**src/rtl/vga_timing_pkg.sv**
```systemverilog
// vga_timing_pkg
//   Shared timing constants and helpers for the VGA raster timing source.
//   - axis_timing_t    : display/front/sync/back lengths of one axis
//   - VGA640_* / SVGA800_* : 640x480@60 (25.175 MHz) and 800x600@60 (40 MHz)
//   - axis_total()     : sum of the four segment lengths of an axis
//   - count_width()    : smallest counter width able to hold 0..total-1
package vga_timing_pkg;

    typedef struct packed {
        int display;
        int front;
        int sync;
        int back;
    } axis_timing_t;

    localparam axis_timing_t VGA640_H  = '{display: 640, front: 16, sync: 96,  back: 48};
    localparam axis_timing_t VGA640_V  = '{display: 480, front: 10, sync: 2,   back: 33};
    localparam int unsigned  VGA640_PIXEL_HZ = 32'd25_175_000;

    localparam axis_timing_t SVGA800_H = '{display: 800, front: 40, sync: 128, back: 88};
    localparam axis_timing_t SVGA800_V = '{display: 600, front: 1,  sync: 4,   back: 23};
    localparam int unsigned  SVGA800_PIXEL_HZ = 32'd40_000_000;

    function automatic int axis_total(input int display, input int front,
                                      input int sync, input int back);
        return display + front + sync + back;
    endfunction

    function automatic int count_width(input int total);
        return (total <= 2) ? 1 : $clog2(total);
    endfunction

endpackage

```
**src/rtl/vga_timing_generator_axis.sv**
```systemverilog
// timing_axis
//   Generic raster axis: a counter running 0..TOTAL-1 with sync/active decode.
//   The sync/active outputs are decoded from the *next* count so that a parent
//   can register them on the same edge the counter loads, giving zero lag.
//
//   clk_i        : pixel clock
//   rst_i        : asynchronous active-high reset, count -> 0
//   adv_i        : advance the count by one on this edge
//   restart_i    : force count to 0 on this edge (dominates adv_i)
//   count_o      : current count
//   count_next_o : value the counter loads on the next edge
//   sync_o       : sync level (POL when active) for count_next_o
//   active_o     : count_next_o lies in the display segment
//   wrap_o       : current count is the last one of the period
module timing_axis
    import vga_timing_pkg::*;
#(
    parameter int DISPLAY = 640,
    parameter int FRONT   = 16,
    parameter int SYNC    = 96,
    parameter int BACK    = 48,
    parameter bit POL     = 1'b0,
    parameter int W       = 11
) (
    input  logic         clk_i,
    input  logic         rst_i,
    input  logic         adv_i,
    input  logic         restart_i,
    output logic [W-1:0] count_o,
    output logic [W-1:0] count_next_o,
    output logic         sync_o,
    output logic         active_o,
    output logic         wrap_o
);

    localparam int TOTAL = axis_total(DISPLAY, FRONT, SYNC, BACK);

    if (DISPLAY < 1 || FRONT < 1 || SYNC < 1 || BACK < 1) begin : g_bad_lengths
        $fatal(1, "timing_axis: DISPLAY, FRONT, SYNC and BACK must all be >= 1");
    end

    if (TOTAL > (1 << W)) begin : g_bad_width
        $fatal(1, "timing_axis: counter width W too small for the axis period");
    end

    localparam logic [W-1:0] LAST       = W'(TOTAL - 1);
    localparam logic [W-1:0] ACTIVE_END = W'(DISPLAY);
    localparam logic [W-1:0] SYNC_FIRST = W'(DISPLAY + FRONT);
    localparam logic [W-1:0] SYNC_LAST  = W'(DISPLAY + FRONT + SYNC - 1);

    logic [W-1:0] count_q;
    logic [W-1:0] count_d;
    logic         wrap;
    logic         in_sync;

    assign wrap = (count_q == LAST);

    always_comb begin
        count_d = count_q;
        if (restart_i) begin
            count_d = '0;
        end else if (adv_i) begin
            count_d = wrap ? '0 : count_q + W'(1);
        end
    end

    always_ff @(posedge clk_i or posedge rst_i) begin
        if (rst_i) begin
            count_q <= '0;
        end else begin
            count_q <= count_d;
        end
    end

    assign in_sync = (count_d >= SYNC_FIRST) && (count_d <= SYNC_LAST);

    assign count_o      = count_q;
    assign count_next_o = count_d;
    assign sync_o       = in_sync ? POL : ~POL;
    assign active_o     = (count_d < ACTIVE_END);
    assign wrap_o       = wrap;

endmodule

```
**src/rtl/vga_timing_generator.sv**
```systemverilog
// vga_timing_generator
//   Two-axis VGA raster timing source built from two timing_axis instances.
//   Every output is a register loaded with the decode of the next counter
//   state, so sync/DE/strobes line up exactly with X/Y and never glitch.
//
//   clk_i         : pixel clock
//   rst_i         : asynchronous active-high reset, state -> (0,0)
//   ce_i          : pixel-rate enable; nothing changes on edges with ce_i=0
//   restart_i     : synchronous restart to (0,0), honoured only with ce_i=1
//   hsync_o       : horizontal sync, active level H_POL
//   vsync_o       : vertical sync, active level V_POL (changes only at x=0)
//   de_o          : display enable, x < H_DISPLAY and y < V_DISPLAY
//   x_o / y_o     : current raster position
//   line_start_o  : high while x == 0
//   frame_start_o : high while x == 0 and y == 0
module vga_timing_generator
    import vga_timing_pkg::*;
#(
    parameter int H_DISPLAY = VGA640_H.display,
    parameter int H_FRONT   = VGA640_H.front,
    parameter int H_SYNC    = VGA640_H.sync,
    parameter int H_BACK    = VGA640_H.back,
    parameter int V_DISPLAY = VGA640_V.display,
    parameter int V_FRONT   = VGA640_V.front,
    parameter int V_SYNC    = VGA640_V.sync,
    parameter int V_BACK    = VGA640_V.back,
    parameter bit H_POL     = 1'b0,
    parameter bit V_POL     = 1'b0,
    parameter int X_W       = 11,
    parameter int Y_W       = 10
) (
    input  logic           clk_i,
    input  logic           rst_i,
    input  logic           ce_i,
    input  logic           restart_i,
    output logic           hsync_o,
    output logic           vsync_o,
    output logic           de_o,
    output logic [X_W-1:0] x_o,
    output logic [Y_W-1:0] y_o,
    output logic           line_start_o,
    output logic           frame_start_o
);

    logic           restart_ce;
    logic           v_adv;
    logic [X_W-1:0] h_count;
    logic [X_W-1:0] h_next;
    logic [Y_W-1:0] v_count;
    logic [Y_W-1:0] v_next;
    logic           h_sync;
    logic           v_sync;
    logic           h_active;
    logic           v_active;
    logic           h_wrap;
    logic           v_wrap;

    logic hsync_d, hsync_q;
    logic vsync_d, vsync_q;
    logic de_d, de_q;
    logic line_start_d, line_start_q;
    logic frame_start_d, frame_start_q;

    // Restart is only meaningful on enabled edges; gating it here keeps both
    // axes from jumping on a CE=0 edge.
    assign restart_ce = ce_i & restart_i;
    assign v_adv      = ce_i & h_wrap;

    timing_axis #(
        .DISPLAY (H_DISPLAY),
        .FRONT   (H_FRONT),
        .SYNC    (H_SYNC),
        .BACK    (H_BACK),
        .POL     (H_POL),
        .W       (X_W)
    ) u_h_axis (
        .clk_i        (clk_i),
        .rst_i        (rst_i),
        .adv_i        (ce_i),
        .restart_i    (restart_ce),
        .count_o      (h_count),
        .count_next_o (h_next),
        .sync_o       (h_sync),
        .active_o     (h_active),
        .wrap_o       (h_wrap)
    );

    timing_axis #(
        .DISPLAY (V_DISPLAY),
        .FRONT   (V_FRONT),
        .SYNC    (V_SYNC),
        .BACK    (V_BACK),
        .POL     (V_POL),
        .W       (Y_W)
    ) u_v_axis (
        .clk_i        (clk_i),
        .rst_i        (rst_i),
        .adv_i        (v_adv),
        .restart_i    (restart_ce),
        .count_o      (v_count),
        .count_next_o (v_next),
        .sync_o       (v_sync),
        .active_o     (v_active),
        .wrap_o       (v_wrap)
    );

    // The frame carry has no consumer at this level; the frame strobe is
    // decoded from the next counts instead.
    logic unused_v_wrap;
    assign unused_v_wrap = v_wrap;

    always_comb begin
        hsync_d       = h_sync;
        vsync_d       = v_sync;
        de_d          = h_active & v_active;
        line_start_d  = (h_next == '0);
        frame_start_d = (h_next == '0) && (v_next == '0);
    end

    always_ff @(posedge clk_i or posedge rst_i) begin
        if (rst_i) begin
            hsync_q       <= ~H_POL;
            vsync_q       <= ~V_POL;
            de_q          <= 1'b1;
            line_start_q  <= 1'b1;
            frame_start_q <= 1'b1;
        end else if (ce_i) begin
            hsync_q       <= hsync_d;
            vsync_q       <= vsync_d;
            de_q          <= de_d;
            line_start_q  <= line_start_d;
            frame_start_q <= frame_start_d;
        end
    end

    assign hsync_o       = hsync_q;
    assign vsync_o       = vsync_q;
    assign de_o          = de_q;
    assign x_o           = h_count;
    assign y_o           = v_count;
    assign line_start_o  = line_start_q;
    assign frame_start_o = frame_start_q;

endmodule

```
**config.mk**
```make
export PLATFORM = sky130hd
export DESIGN_NAME = vga_timing_generator
export DESIGN_NICKNAME = d
export VERILOG_FILES = /design/src/rtl/vga_timing_pkg.sv /design/src/rtl/vga_timing_generator_axis.sv /design/src/rtl/vga_timing_generator.sv
export SDC_FILE = /design/constraint.sdc
export NUM_CORES = 1
export LEC_CHECK = 0
export BUFFER_PORTS_ARGS = -buffer_cell sky130_fd_sc_hd__buf_2
export CAP_MARGIN = 20
export CORE_AREA = 2 2 68 63
export CTS_CLUSTER_SIZE = 28
export DETAILED_ROUTE_END_ITERATION = 10
export DIE_AREA = 0 0 70 65
export MAX_ROUTING_LAYER = met4
export PLACE_DENSITY = 0.65
export SLEW_MARGIN = 0
export SYNTH_ARGS = -nofsm -noshare
export SYNTH_HDL_FRONTEND = slang
export SYNTH_SLANG_ARGS = --single-unit
export TNS_END_PERCENT = 10
```
**constraint.sdc**
```tcl
create_clock -name clk_i -period 3 [get_ports clk_i]
set_input_delay 0.6 -clock clk_i [delete_from_list [all_inputs] [get_ports clk_i]]
set_output_delay 0.6 -clock clk_i [all_outputs]
set_load 0.005 [all_outputs]
```
; After elaboration in Yosys (flattened, before gate mapping)
; Index checks and enable logic that the tools add are counted.
[word_totals]
register_bits = 26
input_bits = 4
output_inout_bits = 26
elab_cells = 33
[op_classes]
add_sub_neg = 2
magnitude_cmp = 6
eq_ne = 2
mux = 8
bitwise_logic = 3
reduce_logical = 5
[op_table]
columns = operator, count
row1 = $mux 11, 3
row2 = $mux 10, 3
row3 = $add 11x1->11 const B, 1
row4 = $eq 11x10->1 const B, 1
row5 = $ge 11x10->1 const B, 1
row6 = $le 11x10->1 const B, 1
row7 = $logic_not 11->1, 1
row8 = $lt 11x10->1 const B, 1
row9 = $add 10x1->10 const B, 1
row10 = $eq 10x10->1 const B, 1
row11 = $ge 10x9->1 const B, 1
row12 = $le 10x9->1 const B, 1
row13 = $logic_not 10->1, 1
row14 = $lt 10x9->1 const B, 1
row15 = $and 1x1->1, 3
row16 = $logic_and 1x1->1, 3
row17 = $mux 1, 2

; Logic depth before layout (Yosys ltp)
[logic_depth]
ltp_word = 7
mapped_depth = 8
depth_no_buf = 7

; Modules after synthesis
; Synthesis repeated with hierarchy kept, for this count alone.
[hier_totals]
hier_cells = 176
area_unflattened_um2 = 1731.7
[by_module_without_submodules]
columns = mod, instances, cells_per_inst, area_each_um2, seq_area_each_um2
row1 = timing_axis at u_h_axis, 1, 76, 748.2, 275.3
row2 = timing_axis at u_v_axis, 1, 74, 680.7, 250.2
row3 = vga_timing_generator, 1, 26, 302.8, 131.4

; Worst setup path after synthesis
; Ideal clock, no wire load.
[synth_path]
path_kind = flip-flop to flip-flop
from = reg u_h_axis.count_q[0] (netlist: u_h_axis.count_o[0])
to = reg frame_start_q (netlist: frame_start_o)
setup_time_ps = 80
t_arrival_ps = 2113
t_required_ps = 2920
path_slack_ps = 808
path_stages_with_launch = 9
path_buffers = 1
period_less_slack_ps = 2192
path_cell_list = dfrtp_1 ha_1 and3_1 buf_2 nand3_2 or4_1 a31oi_1 nor4_1 a32o_1
[synth_between]
elab_chain_len = 6
word_cells_on_any_way = 11
cone_classes = add/sub: 1 / eq/ne: 1 / mux: 5 / bitwise: 1 / reduce/logical: 3
[synth_rtl]
columns = element, line_no
row1 = start: declaration, vga_timing_generator_axis.sv:51  ; logic [W-1:0] count_q;
row2 = start signal: assignment, vga_timing_generator_axis.sv:71  ; count_q <= count_d;
row3 = $add 11x1->11 or $eq 11x10->1 (tied branches), "vga_timing_generator_axis.sv:63, vga_timing_generator_axis.sv:56"
row4 = $mux 11 or $and 1x1->1 (tied branches), "vga_timing_generator_axis.sv:63, vga_timing_generator.sv:67"
row5 = $mux 11 or $mux 10 (tied branches), vga_timing_generator_axis.sv:62  ; end else if (adv_i) begin
row6 = $mux 11 or $mux 10 (tied branches), vga_timing_generator_axis.sv:60  ; if (restart_i) begin
row7 = $logic_not 11->1 or $logic_not 10->1 (tied branches), vga_timing_generator.sv:117  ; frame_start_d = (h_next == '0) && (v_next == '0);
row8 = $logic_and 1x1->1 (*), vga_timing_generator.sv:117
row9 = end signal: assignment, vga_timing_generator.sv:132  ; frame_start_q <= frame_start_d;
row10 = end: declaration, vga_timing_generator.sv:62  ; logic frame_start_d, frame_start_q;
; Mark *: on every way between the ends. The rest lies on a longest branch, timed or not.
; A chain may end at the register's enable or synchronous reset.

; Worst setup path after layout
[layout_path]
from = reg u_h_axis.count_q[0] (netlist: u_h_axis.count_o[0])
to = reg de_q (netlist: de_o)
[layout_between]
elab_chain_len = 6
word_cells_on_any_way = 11
cone_classes = add/sub: 1 / order compare: 2 / eq/ne: 1 / mux: 5 / bitwise: 2
[layout_rtl]
columns = element, line_no
row1 = $eq 11x10->1, vga_timing_generator_axis.sv:56  ; assign wrap = (count_q == LAST);
row2 = $and 1x1->1, vga_timing_generator.sv:67  ; assign v_adv = ce_i & h_wrap;
row3 = $mux 10, vga_timing_generator_axis.sv:62
row4 = $mux 10, vga_timing_generator_axis.sv:60
row5 = named net u_v_axis.count_next_o[5], vga_timing_generator_axis.sv:30  ; output logic [W-1:0] count_next_o,
row6 = $lt 10x9->1, vga_timing_generator_axis.sv:80  ; assign active_o = (count_d < ACTIVE_END);
row7 = $and 1x1->1, vga_timing_generator.sv:115  ; de_d = h_active & v_active;
row8 = end signal: assignment, vga_timing_generator.sv:124  ; de_q <= 1'b1;
row9 = end signal: assignment, vga_timing_generator.sv:130  ; de_q <= de_d;
row10 = end: declaration, vga_timing_generator.sv:60  ; logic de_d, de_q;
; The timed path passes the listed nets, and every way through them passes these cells.

==> run summary <==
Num CTS Buffers - 3
DR WL/cell - 16.1 um
R2R Setup Slk - 430 ps
DP HPWL - 3.13 mm
Data required time of the critical path - 3160 ps
Row cnt - 22
Setup tns final - 0 ps
FF/Latch Area - 657 um^2
Commonest cells after routing, fill and taps aside - 29 x buf_2, 22 x nor2_1, 21 x dfrtp_1, 16 x nand2_1
Hold WS - 496 ps
Hold Vio Cnt, Final - 0
First-pass GRT wire length - 7.39 mm
Maximum clock rate - 0.389 GHz
Critical path endpoint - de_o
Vias - 1615
Vias/cell - 6.03
Vias in the first global route - 1491
Critical path class - flip-flop to flip-flop
Min-delay src - hsync_o
RSZ-0062 raised after global routing - false
Most common cell after layout, fill and taps aside - buf_2
Top Metal Used - met4
Combinational fraction of design power - 0.140
Worst vdd ir - 271 uV
H-tree Lvls - 1
Routed Wire Length - 4.33 mm
Worst Max-Slew Pin Slew - 936 ps
Post-layout net count - 228
Die area - 4550 um^2
R2r worst-path depth - 7
Synth area leaders - dfrtp_1 30%, dfstp_2 7.5%, nor2_1 4.7%
Synth Cell Area - 1740 um^2
Horiz. Die Dim - 70 um
Synth cell types - 55
Total Routing Usage GR - 0.210
Routed Antenna Nets - 0
Metal2 WL - 1.97 mm
Maxcap violations - 0
Final setup viols - 0
Drt pass-1 iters - 4
Ant. Diodes - 0
Syn_nets - 198
Pint - 513 uW
CTS root buf - clkbuf_8
Worst Setup End Kind - flip-flop
Fin crit share - 0.857
Metal3 WL - 269 um
Pre-CTS WS - 362 ps
Min cycle time layout - 2570 ps
Critical Path Fanout Max - 10
NetSw - 185 uW
Setup crit start kind - flip-flop
Multi-input gate area - 976 um^2
CTS tree - done
Bufs on Longest Clock Path - 2
RR Endpoint - de_o
Crit path from - u_h_axis.count_o[0]
Area grow syn2layout - 11.8%
CTS clk-pin slew, worst paths - 100 ps
PnR worst setup slack - 430 ps
# DRC - 0
Leakage - 0.847 nW
Initial Utilization - 0.446
Worst clock skew - 13.2 ps
EDFF count, synth - 0
Core Region - 3910 um^2
Total gr overflow - 0
Syn Inst Count - 191
Filler cells - 403
Seq/Total Area, Yosys - 0.377
GP Congestion - 0.925
Post-synth top area share - 0.302
CTS resizes - 0
Max_slew headroom - 0.375
Mean Syn Cell Area - 9.12 um^2
Hold WC Path Type - flip-flop to flip-flop
Yosys top cell by area - dfrtp_1
Synth warnings - 0
Initial antenna violation count - 0
Reg2Reg Launch Point - u_h_axis.count_o[0]
Worst skew pair latency - 280 ps
DRT iter0 DRCs - 137
Layout cells sized above 1 - 0.236
Cts hold-fix bufs - 0
Pwr Density - 358 nW/um^2
Post-CTS Setup Inserts - 0
Reg power frac - 0.564
Status - finished, final reports clean
Switching Fraction - 0.265
Arr. time, crit path - 2730 ps
DRT met1 WL - 2.05 mm
Part of the power in the clock network - 0.297
Post-synth ARST share - 1.00
# port buffers - 29
Slew Limit Fails - 0
Post-synth top flop - dfrtp_1
Largest net degree at the start of global routing - 25
Clock Sinks - 26
Yosys reg bits - 26
Top Ports - 30
Die extent in y - 65 um
-- cells in the mapped netlist (2+ instances only) --
cell      instances
dfstp_2           5
o21ai_0           8
a211oi_1          2
a21oi_1           9
a311oi_1          2
nor2_1           22
nor3_1            2
a41oi_1           2
or3_1             6
buf_2             3
and2_1            3
inv_1             9
a31oi_1           6
a32o_1            2
or4_1             2
nand3_1           6
buf_6             2
nor4_1            3
and4_1            4
nand3b_1          2
xor2_1            2
nand2_1          16
ha_1              3
dfrtp_1          21
and3_1            4
o311a_1           2
xnor2_1           8
nand4_1           8
-- worst min path at each step --
stage                     cells past startpoint  slack, ps      end
after floorplan                               2        460     de_o
after global placement                        2        470     de_o
after detailed placement                      2        480  hsync_o
after CTS                                     2        500  hsync_o
after global routing                          2        520     de_o
final                                         2        500  hsync_o
-- metal layers --
| layer | global-route usage | vias to the layer above |
|---|---|---|
| li1 | - | 787 |
| met1 | 0.298 | 759 |
| met2 | 0.307 | 64 |
| met3 | 0.0482 | 5 |
| met4 | 0.0481 | 0 |
| met5 | - | - |
-- critical path, stage by stage, from the launching register on --
cell and delay [ps]:
dfrtp_1 460, ha_1 310, and3_1 350, nand3_2 240, o311ai_1 400, nand2_1 120
and4_1 190, o41ai_1 390
-- through the flow --
stage / instance area (um^2) / total power [mW] / util / std cells
global route: 1950 / 0.735 / 0.498 / 268
floorplan: 1740 / 0.457 / - / 191
global placement: 1900 / 0.497 / 0.487 / 264
detailed placement: 1900 / 0.497 / 0.487 / 264
finish: 1950 / 0.697 / 0.498 / 268
CTS: 1950 / 0.708 / 0.498 / 268
-- area by class of cell --
class,instances,area share
tap,48,0.0308
sequential,26,0.337
multi-input combinational,148,0.501
clock buffer,4,0.0231
inverter,9,0.0174
timing repair buffer,33,0.0900
-- logic make-up after synthesis --
family                   synth area share
flip-flops                          0.377
adder cells (fa/ha/maj)            0.0216
AO/OA/AOI/OAI                       0.179
AND/OR/NAND/NOR                     0.310
buffers and inverters              0.0625
XOR/XNOR                           0.0503
-- power by group through the flow --
stage	registers [mW]	clock network (mW)	logic [mW]
floorplan	0.397	0	0.0600
global placement	0.399	0	0.0971
detailed placement	0.399	0	0.0977
CTS	0.393	0.216	0.0983
global route	0.395	0.231	0.109
finish	0.393	0.207	0.0973
-- sequential cells by signal, summed over array words and instances, names as in the netlist --
signal            cells
de_o                  1
vsync_o               1
hsync_o               1
line_start_o          1
frame_start_o         1
u_v_axis.count_o     10
u_h_axis.count_o     11
Power figures use the tool's default switching activity.
